==> config.mk <==
export PLATFORM = sky130hd
export DESIGN_NAME = mem_bus_unit
export DESIGN_NICKNAME = d
export VERILOG_FILES = /design/src/rtl/mem_bus_unit.sv
export SDC_FILE = /design/constraint.sdc
export NUM_CORES = 1
export LEC_CHECK = 0
export ABC_AREA = 1
export CORE_MARGIN = 2
export CORE_UTILIZATION = 30
export DETAILED_ROUTE_END_ITERATION = 8
export DONT_BUFFER_PORTS = 1
export HOLD_SLACK_MARGIN = 0.06
export PLACE_DENSITY = 0.5
export SYNTH_ARGS = -nofsm -noshare
export SYNTH_HDL_FRONTEND = slang
export SYNTH_SLANG_ARGS = --single-unit
==> constraint.sdc <==
create_clock -name clk -period 4.9 [get_ports clk]
set_clock_uncertainty 0.05 [all_clocks]
set_input_delay 1.47 -clock clk [delete_from_list [all_inputs] [get_ports clk]]
set_output_delay 1.47 -clock clk [all_outputs]
set_load 0.02 [all_outputs]
==> src/rtl/mem_bus_unit.sv <==
// Memory stage: one 16-bit word request is carried out as two byte cycles on an
// 8-bit external bus, with wait states, ext_rdy stretching and a bus timeout.
module mem_bus_unit #(
    parameter int WAIT    = 1,
    parameter int TIMEOUT = 64
) (
    input  logic        clk,
    input  logic        rst,
    input  logic        rqm,
    input  logic        rwm,
    input  logic [19:0] adm,
    input  logic [15:0] dwm,
    output logic        akm,
    output logic [15:0] drm,
    output logic        err,
    output logic        busy,
    output logic [19:0] ext_adr,
    output logic [7:0]  ext_dout,
    input  logic [7:0]  ext_din,
    output logic        ext_oe,
    output logic        ext_we,
    input  logic        ext_rdy
);
    typedef enum logic [2:0] {
        S_IDLE,
        S_LO,
        S_GAP,
        S_HI,
        S_ACK
    } state_t;

    localparam logic [3:0] WAIT_C    = 4'(WAIT);
    localparam logic [7:0] TIMEOUT_C = 8'(TIMEOUT);

    state_t      state_q, state_d;
    logic        wr_q, wr_d;
    logic [7:0]  hi_byte_q, hi_byte_d;
    logic [7:0]  rbuf_lo_q, rbuf_lo_d;
    logic [3:0]  wcnt_q, wcnt_d;
    logic [7:0]  tcnt_q, tcnt_d;
    logic        akm_q, akm_d;
    logic        err_q, err_d;
    logic        busy_q, busy_d;
    logic [15:0] drm_q, drm_d;
    logic [19:0] ext_adr_q, ext_adr_d;
    logic [7:0]  ext_dout_q, ext_dout_d;
    logic        ext_oe_q, ext_oe_d;
    logic        ext_we_q, ext_we_d;
    logic        phase_done, phase_abort;

    always_comb begin
        // NOTE: every _d gets a default before any branch, so no path can infer a latch.
        state_d     = state_q;
        wr_d        = wr_q;
        hi_byte_d   = hi_byte_q;
        rbuf_lo_d   = rbuf_lo_q;
        wcnt_d      = wcnt_q;
        tcnt_d      = tcnt_q;
        akm_d       = 1'b0;
        err_d       = 1'b0;
        drm_d       = drm_q;
        ext_adr_d   = ext_adr_q;
        ext_dout_d  = ext_dout_q;
        ext_oe_d    = ext_oe_q;
        ext_we_d    = ext_we_q;
        phase_done  = 1'b0;
        phase_abort = 1'b0;

        // ext_rdy only matters once the wait count has run out.
        if (state_q == S_LO || state_q == S_HI) begin
            if (wcnt_q != 4'd0) begin
                wcnt_d = wcnt_q - 4'd1;
            end else if (ext_rdy) begin
                phase_done = 1'b1;
            end else begin
                tcnt_d      = tcnt_q + 8'd1;
                phase_abort = (tcnt_d == TIMEOUT_C);
            end
        end

        unique case (state_q)
            S_IDLE: begin
                if (rqm) begin
                    state_d    = S_LO;
                    wr_d       = rwm;
                    hi_byte_d  = dwm[15:8];
                    ext_adr_d  = adm;
                    ext_dout_d = dwm[7:0];
                    ext_oe_d   = !rwm;
                    ext_we_d   = rwm;
                    wcnt_d     = WAIT_C;
                    tcnt_d     = 8'd0;
                end
            end
            S_LO, S_HI: begin
                if (phase_abort) begin
                    state_d  = S_ACK;
                    akm_d    = 1'b1;
                    err_d    = 1'b1;
                    ext_oe_d = 1'b0;
                    ext_we_d = 1'b0;
                    if (!wr_q) drm_d = 16'hFFFF;
                end else if (phase_done) begin
                    ext_oe_d = 1'b0;
                    ext_we_d = 1'b0;
                    if (state_q == S_LO) begin
                        state_d = S_GAP;
                        if (!wr_q) rbuf_lo_d = ext_din;
                    end else begin
                        state_d = S_ACK;
                        akm_d   = 1'b1;
                        if (!wr_q) drm_d = {ext_din, rbuf_lo_q};
                    end
                end
            end
            S_GAP: begin
                state_d    = S_HI;
                ext_adr_d  = ext_adr_q + 20'd1;
                ext_dout_d = hi_byte_q;
                ext_oe_d   = !wr_q;
                ext_we_d   = wr_q;
                wcnt_d     = WAIT_C;
                tcnt_d     = 8'd0;
            end
            S_ACK:   state_d = S_IDLE;
            default: state_d = S_IDLE;
        endcase

        busy_d = (state_d != S_IDLE);
    end

    always_ff @(posedge clk) begin
        // NOTE: sequential state uses non-blocking assignments only.
        if (rst) begin
            state_q    <= S_IDLE;
            wr_q       <= 1'b0;
            hi_byte_q  <= 8'h00;
            rbuf_lo_q  <= 8'h00;
            wcnt_q     <= 4'd0;
            tcnt_q     <= 8'd0;
            akm_q      <= 1'b0;
            err_q      <= 1'b0;
            busy_q     <= 1'b0;
            drm_q      <= 16'h0000;
            ext_adr_q  <= 20'h00000;
            ext_dout_q <= 8'h00;
            ext_oe_q   <= 1'b0;
            ext_we_q   <= 1'b0;
        end else begin
            state_q    <= state_d;
            wr_q       <= wr_d;
            hi_byte_q  <= hi_byte_d;
            rbuf_lo_q  <= rbuf_lo_d;
            wcnt_q     <= wcnt_d;
            tcnt_q     <= tcnt_d;
            akm_q      <= akm_d;
            err_q      <= err_d;
            busy_q     <= busy_d;
            drm_q      <= drm_d;
            ext_adr_q  <= ext_adr_d;
            ext_dout_q <= ext_dout_d;
            ext_oe_q   <= ext_oe_d;
            ext_we_q   <= ext_we_d;
        end
    end

    assign akm      = akm_q;
    assign err      = err_q;
    assign busy     = busy_q;
    assign drm      = drm_q;
    assign ext_adr  = ext_adr_q;
    assign ext_dout = ext_dout_q;
    assign ext_oe   = ext_oe_q;
    assign ext_we   = ext_we_q;

endmodule

==> impl_metrics.json, run 1 <==
{
  "r2r_slack_ns": 1.91,
  "required_ns": 5.12,
  "ff2ff_path_depth": 8,
  "row_count": 42,
  "post_cts_resized": 0,
  "peakVddDrop_v": 0.000185,
  "ys.flop_type": "dfxtp_1",
  "drv_cap": 0,
  "clock_latency_ns": 0.34,
  "endpoint_kind": "flop",
  "power.share.sequential_pct": 46.9,
  "syn_inst": 548,
  "grtUsageTotal_pct": 15.6,
  "synthesis.nets": 601,
  "whs_path_depth": 2,
  "hold_viol": 0,
  "antenna_found_initial": 2,
  "worstMarginPinSlew_ns": 1.13,
  "vias": 3542,
  "holdCritPathClass": "flop to flop",
  "synthArstFlopShare_pct": 0,
  "drtPass1Iterations": 4,
  "cts.sinks": 81,
  "synth_edf_count": 0,
  "rr_endpoint": "tcnt_q[3]",
  "hold_path_end": "hi_byte_q[3]",
  "setup_viol": 0,
  "syn_area_um2": 4040,
  "tns_ns": 0,
  "antenna_left": 0,
  "cts-buffers-inserted": 9,
  "gp_congestion": 0.814,
  "nets": 591,
  "drt-wirelength-per-cell_um": 15.4,
  "cts_tree": "yes",
  "p_leak_nw": 1.69,
  "p_int_mw": 1.21,
  "cts_root_buf": "clkbuf_16",
  "initial_core_util_pct": 30.6,
  "cpMostUsedCell": "inv_2",
  "rsz0062_at_grt": "false",
  "min_from": "hi_byte_q[3]",
  "placed_cell_area_um2": 4130,
  "syn_area_per_cell_um2": 7.37,
  "worstReg2RegStart": "state_q[2]",
  "die_w_um": 120,
  "outcome": "finished, final reports clean",
  "finalPower_mw": 1.80,
  "synth.area.top_cells": "dfxtp_1 (40%), nand2_1 (8.9%), nor2_1 (6.8%)",
  "pin_count": 98,
  "yosysTopAreaCell": "dfxtp_1",
  "ys_seq_elements": 81,
  "postCtsSetupRepairBufs": 0,
  "pwr-share-clk_pct": 37.7,
  "critPathArrivalTime_ns": 3.34,
  "slew_violations": 0,
  "fp.dieH_um": 120,
  "fin_area_um2": 4430,
  "clkTransAtPathRegs_ns": 0.06,
  "netSwitchingPower_uw": 586,
  "grt.overflow.total": 0,
  "htreeDepth": 3,
  "grt_pass1_vias": 3452,
  "combPwrFrac_pct": 15.4,
  "yosysSeqAreaShare_pct": 40.1,
  "drive_above_1_share_pct": 11.8,
  "core_area_um2": 13200,
  "min_period_ns": 3.12,
  "clockBufferDepth": 2,
  "initialDrtViolationCount": 255,
  "port_buffers": 0,
  "min_period_over_period_pct": 63.8,
  "critPathMaxFanout": 26,
  "synth_top_area_share_pct": 40.1,
  "yosysWarnings": 0,
  "max_stage_delay_ns": 0.51,
  "grt_pass1_wl_um": 17800,
  "synth_cell_types": 39,
  "clock.fmax_ghz": 0.320,
  "swShare_pct": 32.6,
  "slew_headroom_pct": 24.2,
  "grt_max_degree": 35,
  "path_cells": "nand3_1 > inv_2 > nor2_4 > nand2_1 > inv_2 > o21ai_0 > a21oi_1",
  "cts_hold_buf": 0,
  "crit_type": "input pin to flop",
  "crit_slowest_cell": "inv_2",
  "syn_to_final_growth_pct": 9.79,
  "crit_path_start_kind": "input pin",
  "drt-total-wl_um": 11100,
  "avgViaCountPerCell": 4.91,
  "drt_drc_violations_left": 0,
  "die_area_um2": 14400,
  "power_density_nw_per_um2": 405,
  "hpwlAfterDp_um": 7980
}
metal layers:
layer | routed length, µm | part of all wire, % | GRT usage [%] | vias up
li1 | - | - | - | 1791
met1 | 4560 | 41 | 17.8 | 1640
met2 | 5350 | 48 | 26.6 | 97
met3 | 1010 | 9.1 | 6.80 | 14
met4 | 162 | 1.5 | 4.34 | 0
met5 | 0 | 0 | 0 | -
cell usage after synthesis (all sizes together), types with 5 or more instances:
cell type,count
mux2i,8
o211ai,5
dfxtp,81
nor2,92
nor3,15
inv,59
nand2,100
nand4,19
o22ai,7
xor2,11
a211oi,8
a21oi,32
nand3,21
clkbuf,9
buf,13
o21ai,50
through the flow:
stage,worst slack [ns],hold WS [ns],util [%],cells
global route,1.59,0.470,33.6,719
global placement,1.40,0.415,31.3,703
detailed placement,1.36,0.428,31.3,703
CTS,1.71,0.442,33.6,719
floorplan,2.40,0.397,-,548
finish,1.78,0.436,33.6,721
cells in the final DEF, fill, tap and decap left out, drive strengths merged:
cell,n
a211oi,8
nand2,100
nand3b,1
clkinv,4
o21bai,1
dfxtp,81
o31ai,1
xnor2,4
nor2,92
nor4,1
clkbuf,10
mux2i,8
o221ai,2
o211ai,5
bufinv,1
diode,2
clkinvlp,2
xor2,11
ha,4
o21ai,50
nand3,21
o22ai,7
buf,1
a31oi,2
a21oi,32
nand4,19
nor3,15
inv,60
worst max-delay path by stage:
stage          startpoint           to  slack (ns)
4_1_cts               rqm    tcnt_q[3]        1.71
2_1_floorplan         rst  ext_adr[10]        2.40
6_report              rqm    tcnt_q[3]        1.78
3_3_place_gp          rqm    tcnt_q[6]        1.40
3_5_place_dp          rqm    tcnt_q[3]        1.36
5_1_grt               rst  ext_dout[6]        1.59
area by class of cell:
cell class / count / area [µm²]
Antenna cell: 2 / 5.00
Clock buffer: 10 / 229
Clock inverter: 6 / 67.6
Fill cell: 1412 / 8760
Inverter: 61 / 229
Multi-Input combinational cell: 384 / 2050
Sequential cell: 81 / 1620
Tap cell: 176 / 220
Timing Repair Buffer: 1 / 7.51
state kept, by name, indices dropped and copies added (netlist names), 3 cells and up:
signal and count:
hi_byte_q 8, ext_adr 20, wcnt_q 4, drm 16, state_q 3, tcnt_q 8
ext_dout 8, rbuf_lo_q 8
cell families after synthesis:
logic type | Yosys count | synth area share [%]
xor+xnor | 15 | 3.25
simple gates | 249 | 28.7
flops | 81 | 40.1
fa+ha+maj | 4 | 1.24
compound gates | 108 | 15.7
buf+inv | 83 | 8.98
mux | 8 | 1.98
worst max-delay path: cells and delay by family:
family	cells	cell delay (ns)
compound gates	2	0.31
buf+inv	2	0.70
simple gates	3	0.85
power by group through the flow:
| stage | clock network (mW) | logic, mW | registers [mW] |
|---|---|---|---|
| 6_report | 0.678 | 0.278 | 0.842 |
| 5_1_grt | 0.724 | 0.318 | 0.852 |
| 4_1_cts | 0.697 | 0.280 | 0.843 |
| 3_5_place_dp | 0 | 0.277 | 0.858 |
| 3_3_place_gp | 0 | 0.274 | 0.856 |
| 2_1_floorplan | 0 | 0.231 | 0.834 |
Power figures use the tool's default switching activity.
==> run 2, diff against run 1 <==
Settings changed: PLACE_DENSITY 0.5 to 0.51.
Clock period 4.9 ns to 2.8 ns, I/O delays scaled along.
==> run 2 against run 1 <==
Compared with the run above: routed wire length down 3.6%; first-iteration DRC count is 31% lower; sequential share of layout area fell by 0.52 points; worst setup slack got worse by 1.1 ns; worst hold slack worse by 0.0019 ns; flip-flop and latch count is the same; global-route usage decreased by 0.32 points; register-to-register slack got worse by 1.2 ns; combinational power up 79%; die area unchanged; final area increased by 1.4%; critical endpoint is now drm[1].
==> impl_metrics.json, run 2 (synthesis results as in run 1) <==
{
  "finalPower_mw": 3.25,
  "syn_to_final_growth_pct": 11.4,
  "placedCellCount": 709,
  "drtPass1Iterations": 4,
  "drt_drc_violations_left": 0,
  "antenna_found_initial": 0,
  "utilization_pct": 34.1,
  "grt_max_degree": 34,
  "port_buffers": 0,
  "largest_reg_flops": 20,
  "avgViaCountPerCell": 4.91,
  "endpoint_kind": "flop",
  "cpMostUsedCell": "nand2_1",
  "p_leak_nw": 1.73,
  "fillers": 1427,
  "htreeDepth": 3,
  "rsz0062_at_grt": "false",
  "drive_above_1_share_pct": 12.9,
  "die_area_um2": 14400,
  "hpwlAfterDp_um": 7870,
  "tns_ns": 0,
  "met2WireLength_um": 4870,
  "drt-wirelength-per-cell_um": 14.7,
  "grtUsageTotal_pct": 15.3,
  "required_ns": 3.03,
  "combPwrFrac_pct": 15.4,
  "nets": 597,
  "post_cts_resized": 0,
  "mostFrequentLayoutCells": "nand2_1 (96), dfxtp_1 (81), nor2_1 (73)",
  "critPathMaxFanout": 21,
  "p_int_mw": 2.22,
  "crit_slowest_cell": "dfxtp_1",
  "wl_met1_um": 4670,
  "clkTransAtPathRegs_ns": 0.06,
  "min_period_over_period_pct": 74.4,
  "drt-total-wl_um": 10700,
  "pin_count": 98,
  "grt.overflow.total": 0,
  "path_cells": "ha_1 > nand2_1 > o21ai_1 > nand2_1 > inv_2 > nand2_1 > nor2_2 > nand3_4 > nand2_4 > a21oi_1 > nor2_1",
  "postCtsSetupRepairBufs": 0,
  "grt_pass1_vias": 3419,
  "dr.max_layer_used": "met4",
  "grt_pass1_wl_um": 17400,
  "die_w_um": 120,
  "max_stage_delay_ns": 0.40,
  "worstMarginPinSlew_ns": 0.528,
  "peakVddDrop_v": 0.000287,
  "clockBufferDepth": 2,
  "drv_cap": 0,
  "initial_core_util_pct": 30.6,
  "seqCellArea_um2": 1620,
  "antenna_cells": 0,
  "cts_tree": "yes",
  "initialDrtViolationCount": 175,
  "outcome": "finished, final reports clean",
  "antenna_left": 0,
  "core_area_um2": 13200,
  "slew_violations": 0,
  "swShare_pct": 31.7,
  "cts.sinks": 81,
  "row_count": 42,
  "setup_viol": 0,
  "power_density_nw_per_um2": 722,
  "crit_path_start_kind": "flop",
  "cts_hold_buf": 0,
  "vias": 3559,
  "slew_headroom_pct": 64.6,
  "gp_congestion": 0.825,
  "clock_latency_ns": 0.35,
  "cts_root_buf": "clkbuf_16",
  "netSwitchingPower_mw": 1.03,
  "clock.fmax_ghz": 0.480,
  "hold_viol": 0,
  "power.share.sequential_pct": 45.3,
  "critPathArrivalTime_ns": 2.31,
  "cts-buffers-inserted": 9,
  "crit_type": "flop to flop",
  "multi_input_area_um2": 2050,
  "fin_cells": 725,
  "pwr-share-clk_pct": 39.4,
  "fp.dieH_um": 120,
  "final_common_cell": "nand2_1",
  "holdCritPathClass": "flop to flop",
  "min_period_ns": 2.08,
  "met3_length_um": 943
}
-- run 2: area by class of cell --
cell class / instances / area share (%)
Sequential cell: 81 / 36.1
Timing Repair Buffer: 7 / 1.17
Clock inverter: 7 / 2.11
Clock buffer: 9 / 5.01
Tap cell: 176 / 4.90
Multi-Input combinational cell: 384 / 45.7
Inverter: 61 / 5.09
-- run 2: metal layers --
metal	global-route usage [%]	up-vias
met5	0	-
met4	6.32	0
met3	5.89	16
met2	24.4	99
met1	18.5	1644
li1	-	1800
-- run 2: final timing paths --
path / from / endpoint / cells past startpoint / slack, ns
worst min-delay path: wcnt_q[1] / wcnt_q[1] / 2 / 0.43
worst min register to register: wcnt_q[1] / wcnt_q[1] / 2 / 0.43
worst max register to register: tcnt_q[1] / drm[1] / 11 / 0.72
worst max-delay path: tcnt_q[1] / drm[1] / 11 / 0.72
-- run 2: metrics by stage --
step	area, µm²	hold slack, ns	setup WS, ns
after floorplan	4040	0.397	0.915
after global placement	4180	0.411	0.624
after detailed placement	4180	0.424	0.579
after CTS	4500	0.433	0.693
after global routing	4500	0.446	0.460
final	4500	0.434	0.718
-- run 2: worst max-delay path: cells and delay by family (launching register included) --
family,cells,cell delay (ns)
compound gates,2,0.24
fa+ha+maj,1,0.19
buf+inv,1,0.05
flops,1,0.40
simple gates,7,1.08
-- run 2: power groups by stage --
stage | clock, mW | sequential [mW] | combinational, mW
after floorplan | 0 | 1.46 | 0.404
final | 1.28 | 1.47 | 0.499
after CTS | 1.31 | 1.47 | 0.506
after global routing | 1.36 | 1.49 | 0.578
after detailed placement | 0 | 1.50 | 0.503
after global placement | 0 | 1.49 | 0.493
==> run 3, diff against run 2 <==
Settings changed: PLACE_DENSITY 0.51 to 0.5.
Clock period 2.8 ns to 2 ns, I/O delays scaled along.
==> run 3 against run 2 <==
Compared with the run above: final area grew 4.5%; die area did not move; worst setup slack lost 0.54 ns; core utilization rose by 1.5 points; clock-buffer cell count is 1 higher; fmax up 14%; critical path depth shrank 2; sequential share of layout area shrank 1.5 points; combinational power rose by 75%; total power is 40% higher; non-clock buffer count is 25 higher; critical path type unchanged.
==> impl_metrics.json, run 3 (synthesis results as in run 1) <==
{
  "slew_headroom_pct": 73.3,
  "antenna_left": 0,
  "setup_viol": 0,
  "clock_latency_ns": 0.35,
  "final_common_cell": "nand2_1",
  "finalPower_mw": 4.56,
  "hold_viol": 0,
  "critPathArrivalTime_ns": 2.00,
  "grtUsageTotal_pct": 15.8,
  "grt_max_degree": 34,
  "critPathMaxFanout": 5,
  "required_ns": 2.19,
  "worstReg2RegStart": "ext_adr[3]",
  "cts_hold_buf": 0,
  "initial_core_util_pct": 30.6,
  "hold-worst-slack_ns": 0.274,
  "port_buffers": 0,
  "antenna_found_initial": 1,
  "initialDrtViolationCount": 194,
  "path_cells": "inv_1 > nor3_1 > nand2_1 > nor3_1 > nand2_1 > nand2_1 > nand2_1 > nor2_1 > o21ai_1",
  "drt_drc_violations_left": 0,
  "crit_type": "flop to flop",
  "whs_path_depth": 1,
  "crit_path_start_kind": "flop",
  "antenna_cells": 0,
  "r2r_slack_ns": 0.18,
  "cts_tree": "yes",
  "die_area_um2": 14400,
  "cts.sinks": 81,
  "clockBufferDepth": 2,
  "grt_pass1_wl_um": 17800,
  "power_density_nw_per_um2": 970,
  "hpwlAfterDp_um": 8080,
  "gp_congestion": 0.834,
  "nets": 622,
  "placedCellCount": 734,
  "grt_pass1_vias": 3557,
  "path_buf_inv": 1,
  "cpMostUsedCell": "nand2_1",
  "rsz0062_at_grt": "false",
  "drt-total-wl_um": 11000,
  "hold_path_end": "state_q[1]",
  "ff2ff_path_depth": 9,
  "min_from": "rst",
  "htreeDepth": 3,
  "clock.fmax_ghz": 0.550,
  "max_stage_delay_ns": 0.42,
  "drtPass1Iterations": 4,
  "fillers": 1405,
  "postCtsSetupRepairBufs": 0,
  "holdCritPathClass": "input pin to flop",
  "peakVddDrop_v": 0.000354,
  "drv_cap": 0,
  "fp.dieH_um": 120,
  "fin_cells": 750,
  "vias": 3607,
  "drt-wirelength-per-cell_um": 14.7,
  "min_period_ns": 1.82,
  "pin_count": 98,
  "slew_violations": 0,
  "p_leak_nw": 1.86,
  "cts-buffers-inserted": 9,
  "mostFrequentLayoutCells": "nand2_1 (96), dfxtp_1 (79), nor2_1 (72)",
  "cp_top_family": "simple AND/OR/NAND/NOR gates",
  "crit_slowest_cell": "dfxtp_1",
  "drive_above_1_share_pct": 17.2,
  "worstMarginPinSlew_ns": 0.400,
  "die_w_um": 120,
  "tns_ns": 0,
  "syn_to_final_growth_pct": 16.4,
  "post_cts_resized": 0,
  "core_area_um2": 13200,
  "outcome": "finished, final reports clean",
  "row_count": 42,
  "grt.overflow.total": 0,
  "cts_root_buf": "clkbuf_16",
  "clkTransAtPathRegs_ns": 0.07,
  "avgViaCountPerCell": 4.81,
  "min_period_over_period_pct": 90.9,
  "rr_endpoint": "ext_adr[19]",
  "largest_reg_flops": 20,
  "endpoint_kind": "flop"
}
[run 3: layer usage]
layer	global-route usage, %	vias to the layer above	share of wire, %
met3	7.46	15	8.6
met5	0	-	0.073
met4	5.22	2	1.7
met1	18.2	1648	44
li1	-	1851	-
met2	25.8	91	46
[run 3: through the flow]
step                utilization (%)  area, µm²  setup slack, ns
floorplan                         -       4040            0.115
global placement               33.2       4380            0.154
detailed placement             33.2       4380            0.128
CTS                            35.5       4680            0.116
global route                   35.6       4700           0.0301
finish                         35.6       4700            0.181
[run 3: power breakdown]
group | internal (mW) | total, mW | switching, mW
clock network | 1.00 | 1.71 | 0.704
logic | 0.313 | 0.873 | 0.560
registers | 1.78 | 1.98 | 0.204
total | 3.09 | 4.56 | 1.47
[run 3: final cells by class]
| type | instances | area (µm²) | share of cell area, % |
|---|---|---|---|
| well taps | 176 | 220 | 4.68 |
| clock buffers | 10 | 239 | 5.08 |
| multi-input cells | 384 | 2070 | 43.9 |
| flip-flops and latches | 81 | 1620 | 34.5 |
| repair buffers | 32 | 256 | 5.46 |
| clock inverters | 6 | 67.6 | 1.44 |
| inverters | 61 | 229 | 4.87 |
[run 3: worst register-to-register path, delay by kind of cell, from the launching register on]
family	cells	cell delay [ns]
buffers and inverters	1	0.15
AO/OA/AOI/OAI	1	0.06
AND/OR/NAND/NOR	7	1.02
flip-flops	1	0.42
[run 3: how the worst max path moves through the flow]
stage | startpoint | endpoint | slack [ns] | depth (start not counted)
2_1_floorplan | ext_adr[0] | ext_adr[16] | 0.11 | 10
3_3_place_gp | tcnt_q[0] | drm[8] | 0.15 | 10
3_5_place_dp | tcnt_q[0] | drm[8] | 0.13 | 10
4_1_cts | tcnt_q[0] | drm[8] | 0.12 | 10
5_1_grt | tcnt_q[0] | drm[1] | 0.03 | 12
6_report | ext_adr[3] | ext_adr[19] | 0.18 | 9
